$ cat src/rtl/fft_agu.sv
// rtl/fft_agu.sv - radix-2 in-place FFT address generator and level sequencer
// Issues read/twiddle addresses per butterfly and the matching write one cycle later.
module fft_agu #(
    parameter int log2n = 5
) (
    input  logic             clk,
    input  logic             reset,
    input  logic             start,
    output logic             busy,
    output logic             done,
    output logic             rd_en,
    output logic             rd_bank,
    output logic [log2n-1:0] rd_adr_a,
    output logic [log2n-1:0] rd_adr_b,
    output logic [log2n-2:0] tw_adr,
    output logic             we,
    output logic             wr_bank,
    output logic [log2n-1:0] wr_adr_a,
    output logic [log2n-1:0] wr_adr_b
);

    localparam int iw = log2n - 1;
    localparam int lw = $clog2(log2n);
    localparam logic [iw-1:0] idx_last   = '1;
    localparam logic [iw-1:0] all_ones   = '1;
    localparam logic [lw-1:0] level_last = lw'(log2n - 1);

    typedef enum logic [1:0] {
        s_idle,
        s_run,
        s_drain,
        s_done
    } state_t;

    state_t          state;
    logic [lw-1:0]   level;
    logic [iw-1:0]   idx;

    logic [log2n-1:0]   pair_a;
    logic [log2n-1:0]   pair_b;
    logic [2*log2n-1:0] dbl_a;
    logic [2*log2n-1:0] dbl_b;
    logic [iw-1:0]      tw_mask;

    always_ff @(posedge clk) begin
        if (reset) begin
            state <= s_idle;
            level <= '0;
            idx   <= '0;
            busy  <= 1'b0;
            done  <= 1'b0;
            rd_en <= 1'b0;
        end else begin
            case (state)
                s_idle, s_done: begin
                    if (start) begin
                        state <= s_run;
                        level <= '0;
                        idx   <= '0;
                        busy  <= 1'b1;
                        done  <= 1'b0;
                        rd_en <= 1'b1;
                    end
                end
                s_run: begin
                    if (idx == idx_last) begin
                        state <= s_drain;
                        rd_en <= 1'b0;
                    end else begin
                        idx <= idx + 1'b1;
                    end
                end
                s_drain: begin
                    // One idle read slot lets the level's last write land before the next level reads.
                    if (level == level_last) begin
                        state <= s_done;
                        busy  <= 1'b0;
                        done  <= 1'b1;
                    end else begin
                        state <= s_run;
                        level <= level + 1'b1;
                        idx   <= '0;
                        rd_en <= 1'b1;
                    end
                end
                default: begin
                    state <= s_idle;
                    busy  <= 1'b0;
                    done  <= 1'b0;
                    rd_en <= 1'b0;
                end
            endcase
        end
    end

    // Butterfly pair (2*idx, 2*idx+1) rotated left by level selects the in-place stride.
    assign pair_a  = {idx, 1'b0};
    assign pair_b  = {idx, 1'b1};
    assign dbl_a   = {pair_a, pair_a} << level;
    assign dbl_b   = {pair_b, pair_b} << level;
    assign tw_mask = ~(all_ones >> level);

    assign rd_bank  = rd_en & level[0];
    assign rd_adr_a = rd_en ? dbl_a[2*log2n-1:log2n] : '0;
    assign rd_adr_b = rd_en ? dbl_b[2*log2n-1:log2n] : '0;
    assign tw_adr   = rd_en ? (idx & tw_mask) : '0;

    // Write stage trails the read by the one-cycle RAM latency and targets the other bank.
    always_ff @(posedge clk) begin
        if (reset) begin
            we       <= 1'b0;
            wr_bank  <= 1'b0;
            wr_adr_a <= '0;
            wr_adr_b <= '0;
        end else begin
            we       <= rd_en;
            wr_bank  <= rd_en & ~rd_bank;
            wr_adr_a <= rd_adr_a;
            wr_adr_b <= rd_adr_b;
        end
    end

endmodule

$ cat config.mk
export PLATFORM = sky130hd
export DESIGN_NAME = fft_agu
export DESIGN_NICKNAME = d
export VERILOG_FILES = /design/src/rtl/fft_agu.sv
export SDC_FILE = /design/constraint.sdc
export NUM_CORES = 1
export LEC_CHECK = 0
export ABC_AREA = 1
export BUFFER_PORTS_ARGS = -buffer_cell sky130_fd_sc_hd__buf_4
export CORE_AREA = 5 5 56 71
export CTS_BUF_LIST = sky130_fd_sc_hd__clkbuf_4
export CTS_CLUSTER_SIZE = 40
export DETAILED_ROUTE_END_ITERATION = 6
export DIE_AREA = 0 0 61 76
export HOLD_SLACK_MARGIN = 0.1
export PLACE_DENSITY = 0.63
export RECOVER_POWER = 50
export SYNTH_ARGS = -nofsm -noshare
export SYNTH_HDL_FRONTEND = slang
export SYNTH_SLANG_ARGS = --single-unit
$ cat constraint.sdc
create_clock -name clk -period 4.7 [get_ports clk]
set_clock_uncertainty 0.2 [all_clocks]
set_input_delay 0.47 -clock clk [delete_from_list [all_inputs] [get_ports clk]]
set_output_delay 0.47 -clock clk [all_outputs]
set_load 0.01 [all_outputs]
==> results of run 1 <==
## power breakdown
part	internal (W)	leakage [nW]	switching, W
Combinational	0.0000418	0.549	0.0000823
Sequential	0.000219	0.195	0.0000144
Clock	0.0000862	0.0279	0.0000668
Total	0.000347	0.772	0.000164
## registers in the layout, indices dropped and copies added, names as in the netlist
| signal | flops |
|---|---|
| busy | 1 |
| done | 1 |
| idx | 4 |
| level | 3 |
| rd_en | 1 |
| state | 2 |
| we | 1 |
| wr_adr_a | 5 |
| wr_adr_b | 5 |
| wr_bank | 1 |
## Yosys cell counts (all sizes together)
library cell	count	area share
nor3	3	0.011
nand3	29	0.13
a211oi	2	0.011
nand2	52	0.15
ha	7	0.063
o31ai	1	0.0054
a21oi	20	0.072
clkbuf	1	0.0027
buf	9	0.042
dfxtp	24	0.35
inv	28	0.077
nor2	18	0.052
o21ai	5	0.021
nand4	2	0.0090
## layout by cell type, fill, tap and decap left out
master	count
nand2_1	47
inv_1	26
nand3_1	25
dfxtp_1	24
a21oi_1	20
buf_4	17
nor2_1	16
clkbuf_1	15
ha_1	7
o21ai_0	4
nand3_2	4
nand2_2	4
nor3_1	3
clkbuf_4	3
a211oi_1	2
nand4_1	2
nor2_2	2
inv_4	1
nand2_4	1
o21ai_1	1
o31ai_1	1
inv_2	1
bufinv_16	1
## worst max-delay path: stages (launching register included)
cell	delay [ns]
dfxtp_1	0.66
inv_1	0.23
ha_1	0.31
a211oi_1	0.30
buf_4	0.18
## kinds of logic (layout without fill, tap and decap cells)
| family | Yosys count | count (layout) | synth area share |
|---|---|---|---|
| AND/OR/NAND/NOR | 104 | 104 | 0.360 |
| AO/OA/AOI/OAI | 28 | 28 | 0.109 |
| adder cells (fa/ha/maj) | 7 | 7 | 0.0630 |
| flip-flops | 24 | 24 | 0.346 |
| buffers and inverters | 38 | 64 | 0.122 |
## metal layers
metal	up-vias	global-route usage	wire length (um)
met2	35	0.267	1680
met3	7	0.0203	200
met1	591	0.151	1200
met4	0	0.0434	46
met5	-	0	0
li1	692	-	-
## metrics by stage
| stage | cell area [um2] | cells | setup slack, ns | utilization | total power [W] |
|---|---|---|---|---|---|
| 6_report | 1590 | 266 | 2.03 | 0.480 | 0.000510 |
| 5_1_grt | 1590 | 266 | 1.80 | 0.480 | 0.000541 |
| 4_1_cts | 1670 | 266 | 2.08 | 0.505 | 0.000525 |
| 3_5_place_dp | 1620 | 262 | 2.48 | 0.489 | 0.000374 |
| 3_3_place_gp | 1620 | 262 | 2.50 | 0.489 | 0.000374 |
| 2_1_floorplan | 1390 | 201 | 2.90 | - | 0.000332 |
## cell type report
cell class / instances / area, um2
timing repair buffer: 32 / 184
inverter: 28 / 108
fill: 382 / 1720
clock buffer: 3 / 22.5
clock inverter: 1 / 30.0
sequential: 24 / 480
tap: 39 / 48.8
multi-input combinational: 139 / 713
## how the worst max path moves through the flow
stage	from	cells past startpoint	slack, ns	endpoint
global placement	level[2]	4	2.50	tw_adr[1]
finish	level[0]	4	2.03	tw_adr[3]
CTS	level[2]	4	2.08	tw_adr[1]
detailed placement	level[2]	4	2.48	tw_adr[1]
floorplan	level[1]	4	2.90	tw_adr[3]
global route	level[0]	7	1.80	rd_adr_b[4]
==> impl_metrics.csv, run 1 <==
group,metric,value,unit
outcome,status,"finished clean",
floorplanning,coreArea,3300,um2
setup_path,cp-end-kind,"output port",
setup_path,path_max_fanout,14,
yosys,syn_nets,211,
clock_tree,clk_pin_slew,0.14,ns
clock_tree,cts_buffers,3,
setup_path,path_class,"register to output port",
setup_path,rr_worst_depth,7,
timing,drv_slew,0,
yosys,ys_warn_count,0,
setup_path,cp.required,4.03,ns
pwr,peakVddDrop,240,uV
routing,viasPerCell,4.98,
clock_tree,cts_setup_buffers,0,
yosys,synth-seq-cells,24,
floorplanning,die-height,76,um
clock_tree,cts_root_buf,"clkbuf_4",
global_route,grt_pass1_wl,5170,um
timing,hold_viol,0,
placement,gp_congestion,0.869,
timing,tightestPinTransition,0.514,ns
clock_tree,ctsResizeCount,0,
layout,diodes,0,
pwr,power.density,322,nW/um2
timing,min_period,2.67,ns
hold_path,min-delay-start,"reset",
global_route,grt_start_max_net_pins,18,
floorplanning,start_util,0.421,
routing,drcViolationCount,0,
clock_tree,cts_tree,"done",
yosys,synth-seq-area-share,0.346,
yosys,synth_area_per_cell,6.92,um2
routing,drtIter0Drc,37,
placement,hpwl,2400,um
setup_path,crit_arrival,2.00,ns
floorplanning,io_pins,33,
timing,setup_viol,0,
floorplanning,die_w,61,um
global_route,antenna_found_initial,0,
yosys,ys_types,24,
global_route,grt_pass1_vias,1215,
clock_tree,clk_latency,0.32,ns
layout,areaGrowthSynthToFinish,14.1,%
routing,ant_nets,0,
timing,relSlewSlack,0.657,
floorplanning,num_rows,24,
routing,routed_wl,3130,um
layout,drive_above_1_share,0.150,
routing,drtPass1Iterations,4,
placement,portBuffers,32,
yosys,syn-cell-area,1390,um2
hold_path,hold_path_class,"input pin to register",
clock_tree,clockBufferDepth,2,
setup_path,reg2reg_from,"level[0]",
routing,vias,1325,
global_route,grt_remaining_overflow,0,
clock_tree,hold_buffers,0,
timing,setup_tns,0,ns
setup_path,worstSetupStartpointType,"register",
timing,hold_slack,0.231,ns
pwr,p_leak,0.772,nW
setup_path,ff2ff_setup_slack,2.59,ns
layout,fin_nets,238,
timing,fmax,374,MHz
hold_path,whs_endpoint,"wr_adr_a[1]",
setup_path,r2r_end,"level[1]",
global_route,grt.total_usage,0.141,
hold_path,whs_path_depth,2,
timing,grt_setup_unrepaired,"no",
job,cap_viol_max_count,0,
routing,wl_per_cell,11.8,um
floorplanning,die_area,4640,um2
clock_tree,clock_sinks,24,
yosys,syn_inst,201,
clock_tree,cts.htree.levels,1,
timing,finalCritPeriodShare,0.569,
Note: power is estimated with default switching activity, not from simulation.
==> run 2: changes to the inputs <==
PLACE_DENSITY = 0.65   (was 0.63)
clock period = 2.3 ns   (was 4.7 ns; I/O delays follow)
==> impl_metrics.csv, run 2 (same netlist as run 1, synthesis figures left out) <==
group,metric,value,unit
timing,relSlewSlack,0.727,
layout,drive_above_1_share,0.173,
global_route,grt_remaining_overflow,0,
layout,reg.largest.list,"wr_adr_a: 5 flops, wr_adr_b: 5 flops, idx: 4 flops",
routing,drtPass1Iterations,4,
global_route,antenna_found_initial,0,
floorplanning,coreArea,3300,um2
clock_tree,clockBufferDepth,2,
floorplanning,start_util,0.421,
layout,final_cell_mix,"nand2_1 (47), inv_1 (25), dfxtp_1 (24), nand3_1 (23)",
floorplanning,io_pins,33,
layout,areaGrowthSynthToFinish,15.6,%
setup_path,worstSetupStartpointType,"register",
placement,gp_congestion,0.819,
floorplanning,die_w,61,um
floorplanning,die_area,4640,um2
timing,setup_tns,0,ns
clock_tree,cts.htree.levels,1,
routing,drcViolationCount,0,
pwr,peakVddDrop,409,uV
global_route,grt_pass1_wl,5580,um
setup_path,path_class,"register to output port",
clock_tree,cts_buffers,3,
clock_tree,clock_sinks,24,
routing,wl_per_cell,12.3,um
layout,fin_cells,270,
floorplanning,num_rows,24,
placement,postPlaceCellArea,1640,um2
global_route,grt_pass1_vias,1242,
routing,ant_nets,0,
placement,portBuffers,32,
timing,hold_viol,0,
clock_tree,clk_pin_slew,0.13,ns
layout,final_area,1610,um2
hold_path,hold_path_class,"input pin to register",
placement,hpwl,2520,um
setup_path,path_max_fanout,8,
timing,tightestPinTransition,0.409,ns
layout,layout_commonest_cell,"nand2_1",
pwr,p_leak,0.782,nW
timing,fmax,480,MHz
floorplanning,die-height,76,um
timing,min_period,2.08,ns
clock_tree,cts_tree,"done",
global_route,grt_start_max_net_pins,18,
clock_tree,cts_root_buf,"clkbuf_4",
timing,drv_slew,0,
job,cap_viol_max_count,0,
clock_tree,clk_latency,0.31,ns
routing,viasPerCell,4.97,
routing,routed_wl,3310,um
layout,diodes,0,
timing,finalCritPeriodShare,0.906,
routing,vias,1341,
layout,fin_nets,242,
timing,grt_setup_unrepaired,"no",
timing,setup_viol,0,
setup_path,cp.required,1.87,ns
pwr,power.density,579,nW/um2
setup_path,crit_arrival,1.65,ns
global_route,grt.total_usage,0.153,
layout,n_fill_cell,369,
setup_path,cp-end-kind,"output port",
outcome,status,"finished clean",
routing,drtIter0Drc,46,
placement,dp_cells,265,
[run 2: critical path, cell delays in order, from the launching register on]
cell,delay [ns]
dfxtp_1,0.57
inv_1,0.11
nand2_1,0.13
nand3_2,0.10
nand2_1,0.07
nand2_1,0.07
a21oi_1,0.15
buf_4,0.14
[run 2: cell type report]
type	count	area, um2	share of cell area
flip-flops and latches	24	480	0.299
clock inverters	1	3.75	0.00234
well taps	39	48.8	0.0304
clock buffers	3	22.5	0.0140
repair buffers	36	216	0.135
multi-input cells	139	727	0.452
inverters	28	108	0.0670
[run 2: final timing paths]
| check | startpoint | endpoint | slack (ns) | cells past startpoint |
|---|---|---|---|---|
| worst max-delay path | idx[2] | rd_adr_b[3] | 0.22 | 7 |
| worst min-delay path | start | done | 0.21 | 5 |
| worst max register to register | level[1] | idx[0] | 0.56 | 7 |
| worst min register to register | done | done | 0.27 | 2 |
[run 2: repair_timing]
action	4_1_cts	5_1_grt
hold buffers	1	0
resized for setup	0	0
buffers inserted	0	0
endpoints found under the hold margin	16	0
[run 2: metal layers]
metal / vias to the layer above / GRT usage / share of wire
met5: - / 0 / 0
met4: 0 / 0.0738 / 0.030
met3: 8 / 0.0220 / 0.056
met2: 32 / 0.261 / 0.51
met1: 602 / 0.180 / 0.40
li1: 699 / - / -
[run 2: power by group]
group          total (W)  switching (W)  internal [W]
combinational   0.000263       0.000174     0.0000889
sequential      0.000474      0.0000272      0.000447
clock           0.000193       0.000130     0.0000634
[run 2: through the flow]
step | hold slack (ns) | total power, W | utilization | setup slack (ns)
CTS | 0.201 | 0.000961 | 0.507 | 0.209
global placement | 0.257 | 0.000767 | 0.496 | 0.583
finish | 0.207 | 0.000930 | 0.486 | 0.215
detailed placement | 0.260 | 0.000768 | 0.496 | 0.598
floorplan | 0.256 | 0.000678 | - | 0.742
global route | 0.218 | 0.000999 | 0.486 | 0.0241
==> run 3: changes to the inputs <==
PLACE_DENSITY = 0.63   (was 0.65)
clock period = 2.1 ns   (was 2.3 ns; I/O delays follow)
==> impl_metrics.csv, run 3 (same netlist as run 1, synthesis figures left out) <==
group,metric,value,unit
layout,fin_nets,243,
hold_path,whs_path_depth,5,
placement,pre_cts_ws,0.408,ns
global_route,grt_pass1_wl,5410,um
timing,min_period,1.99,ns
setup_path,worstSetupStartpointType,"register",
pwr,p_int,0.000782,W
floorplanning,io_pins,33,
timing,finalCritPeriodShare,0.948,
floorplanning,num_rows,24,
pwr,peakVddDrop,396,uV
hold_path,min-delay-start,"start",
placement,gp_congestion,0.885,
clock_tree,cts_root_buf,"clkbuf_4",
setup_path,path_class,"register to output port",
layout,reg.largest.list,"wr_adr_a: 5 flops, wr_adr_b: 5 flops, idx: 4 flops",
global_route,grt_start_max_net_pins,18,
outcome,status,"finished clean",
clock_tree,cts.htree.levels,1,
timing,setup_viol,0,
clock_tree,clk_pin_slew,0.14,ns
routing,vias,1343,
setup_path,ff2ff_setup_slack,0.41,ns
global_route,grt_pass1_vias,1259,
timing,fmax,502,MHz
pwr,p_leak,0.802,nW
floorplanning,die-height,76,um
setup_path,cp-end-kind,"output port",
routing,ant_nets,0,
layout,diodes,0,
setup_path,worstPathCellList,"inv_2 -> ha_1 -> a211oi_1 -> buf_4",
routing,drcViolationCount,0,
setup_path,path_buf_inv,2,
timing,setup_slack,0.108,ns
global_route,antenna_found_initial,0,
clock_tree,cts_tree,"done",
pwr,combinationalPowerShare,0.253,
setup_path,rr_worst_depth,7,
placement,hpwl,2490,um
timing,setup_tns,0,ns
layout,layout_commonest_cell,"nand2_1",
timing,drv_slew,0,
layout,areaGrowthSynthToFinish,19.4,%
placement,portBuffers,32,
pwr,sequentialPowerShare,0.449,
routing,drtIter0Drc,26,
routing,drtPass1Iterations,4,
layout,drive_above_1_share,0.207,
pwr,p_switching,0.000376,W
setup_path,crit_arrival,1.58,ns
hold_path,hold_path_class,"input pin to register",
global_route,grt_remaining_overflow,0,
timing,hold_viol,0,
global_route,grt.total_usage,0.150,
pwr,clkPwrFrac,0.298,
clock_tree,cts_buffers,3,
timing,grt_setup_unrepaired,"no",
setup_path,reg2reg_from,"state[0]",
clock_tree,clock_sinks,24,
timing,tightestPinTransition,0.403,ns
routing,routed_wl,3260,um
setup_path,r2r_end,"idx[3]",
layout,n_fill_cell,372,
layout,final_cell_mix,"nand2_1 (46), inv_1 (25), nand3_1 (21), dfxtp_1 (21)",
pwr,power.density,698,nW/um2
floorplanning,coreArea,3300,um2
layout,fin_cells,271,
floorplanning,start_util,0.421,
floorplanning,die_w,61,um
clock_tree,clk_latency,0.32,ns
clock_tree,cts_setup_buffers,0,
setup_path,path_delay_family,"flip-flops",
placement,dp_cells,266,
setup_path,path_max_fanout,7,
setup_path,cp.required,1.69,ns
job,cap_viol_max_count,0,
hold_path,whs_endpoint,"done",
timing,relSlewSlack,0.731,
routing,viasPerCell,4.96,
floorplanning,die_area,4640,um2
pwr,switching_share,0.325,
setup_path,cp_slowest_stage_delay,0.41,ns
clock_tree,clockBufferDepth,2,
setup_path,cpMaxStageDelayCell,"dfxtp_2",
routing,wl_per_cell,12.0,um
==> run 3: timing repair <==
action                                  in CTS  in global routing
hold buffers                                 1                  0
resized for setup                            0                  4
endpoints found under the hold margin       16                  0
endpoints found under the setup margin       0                 10
==> run 3: cell type report <==
class	instances	area, um2	share of cell area
Clock buffer	3	22.5	0.0136
Inverter	28	108	0.0648
Tap cell	39	48.8	0.0294
Timing Repair Buffer	37	228	0.137
Sequential cell	24	484	0.292
Clock inverter	1	30.0	0.0181
Multi-Input combinational cell	139	739	0.445
==> run 3: worst max path at each step <==
stage                     startpoint          end  slack, ns  depth (start not counted)
after global routing          idx[3]  rd_adr_b[4]      0.001                          7
after global placement      level[0]  rd_adr_a[4]       0.42                          6
after CTS                   level[0]  rd_adr_b[4]       0.03                          6
after floorplan             level[1]    tw_adr[3]       0.56                          4
final                       level[0]    tw_adr[3]       0.11                          4
after detailed placement    level[0]  rd_adr_b[4]       0.41                          6
==> run 3: stage by stage <==
stage,cell area [um2],total power [W],utilization,hold WS (ns)
floorplan,1390,0.000742,-,0.245
global placement,1650,0.000840,0.498,0.257
detailed placement,1650,0.000840,0.498,0.262
CTS,1710,0.00118,0.517,0.162
global route,1660,0.00123,0.503,0.179
finish,1660,0.00116,0.503,0.171
==> run 3: worst min-delay path: cells and delay by family <==
family,cells,cell delay [ns]
and+or+nand+nor,2,0.22
buffers and inverters,2,0.15
AOI/OAI and AO/OA,1,0.07
==> run 3: metal layers <==
metal  vias to the layer above  GRT usage  wire [um]  share of wire
met1                       597      0.165       1310           0.40
met5                         -          0          0              0
met2                        39      0.267       1690           0.52
met4                         0     0.0694         85          0.026
li1                        701          -          -              -
met3                         6     0.0220        180          0.055
==> run 3: power groups by stage <==
stage,clock network [W],logic (W),registers [W]
floorplan,0,0.000209,0.000533
global placement,0,0.000310,0.000530
detailed placement,0,0.000309,0.000531
CTS,0.000351,0.000313,0.000520
global route,0.000372,0.000334,0.000528
finish,0.000345,0.000293,0.000521
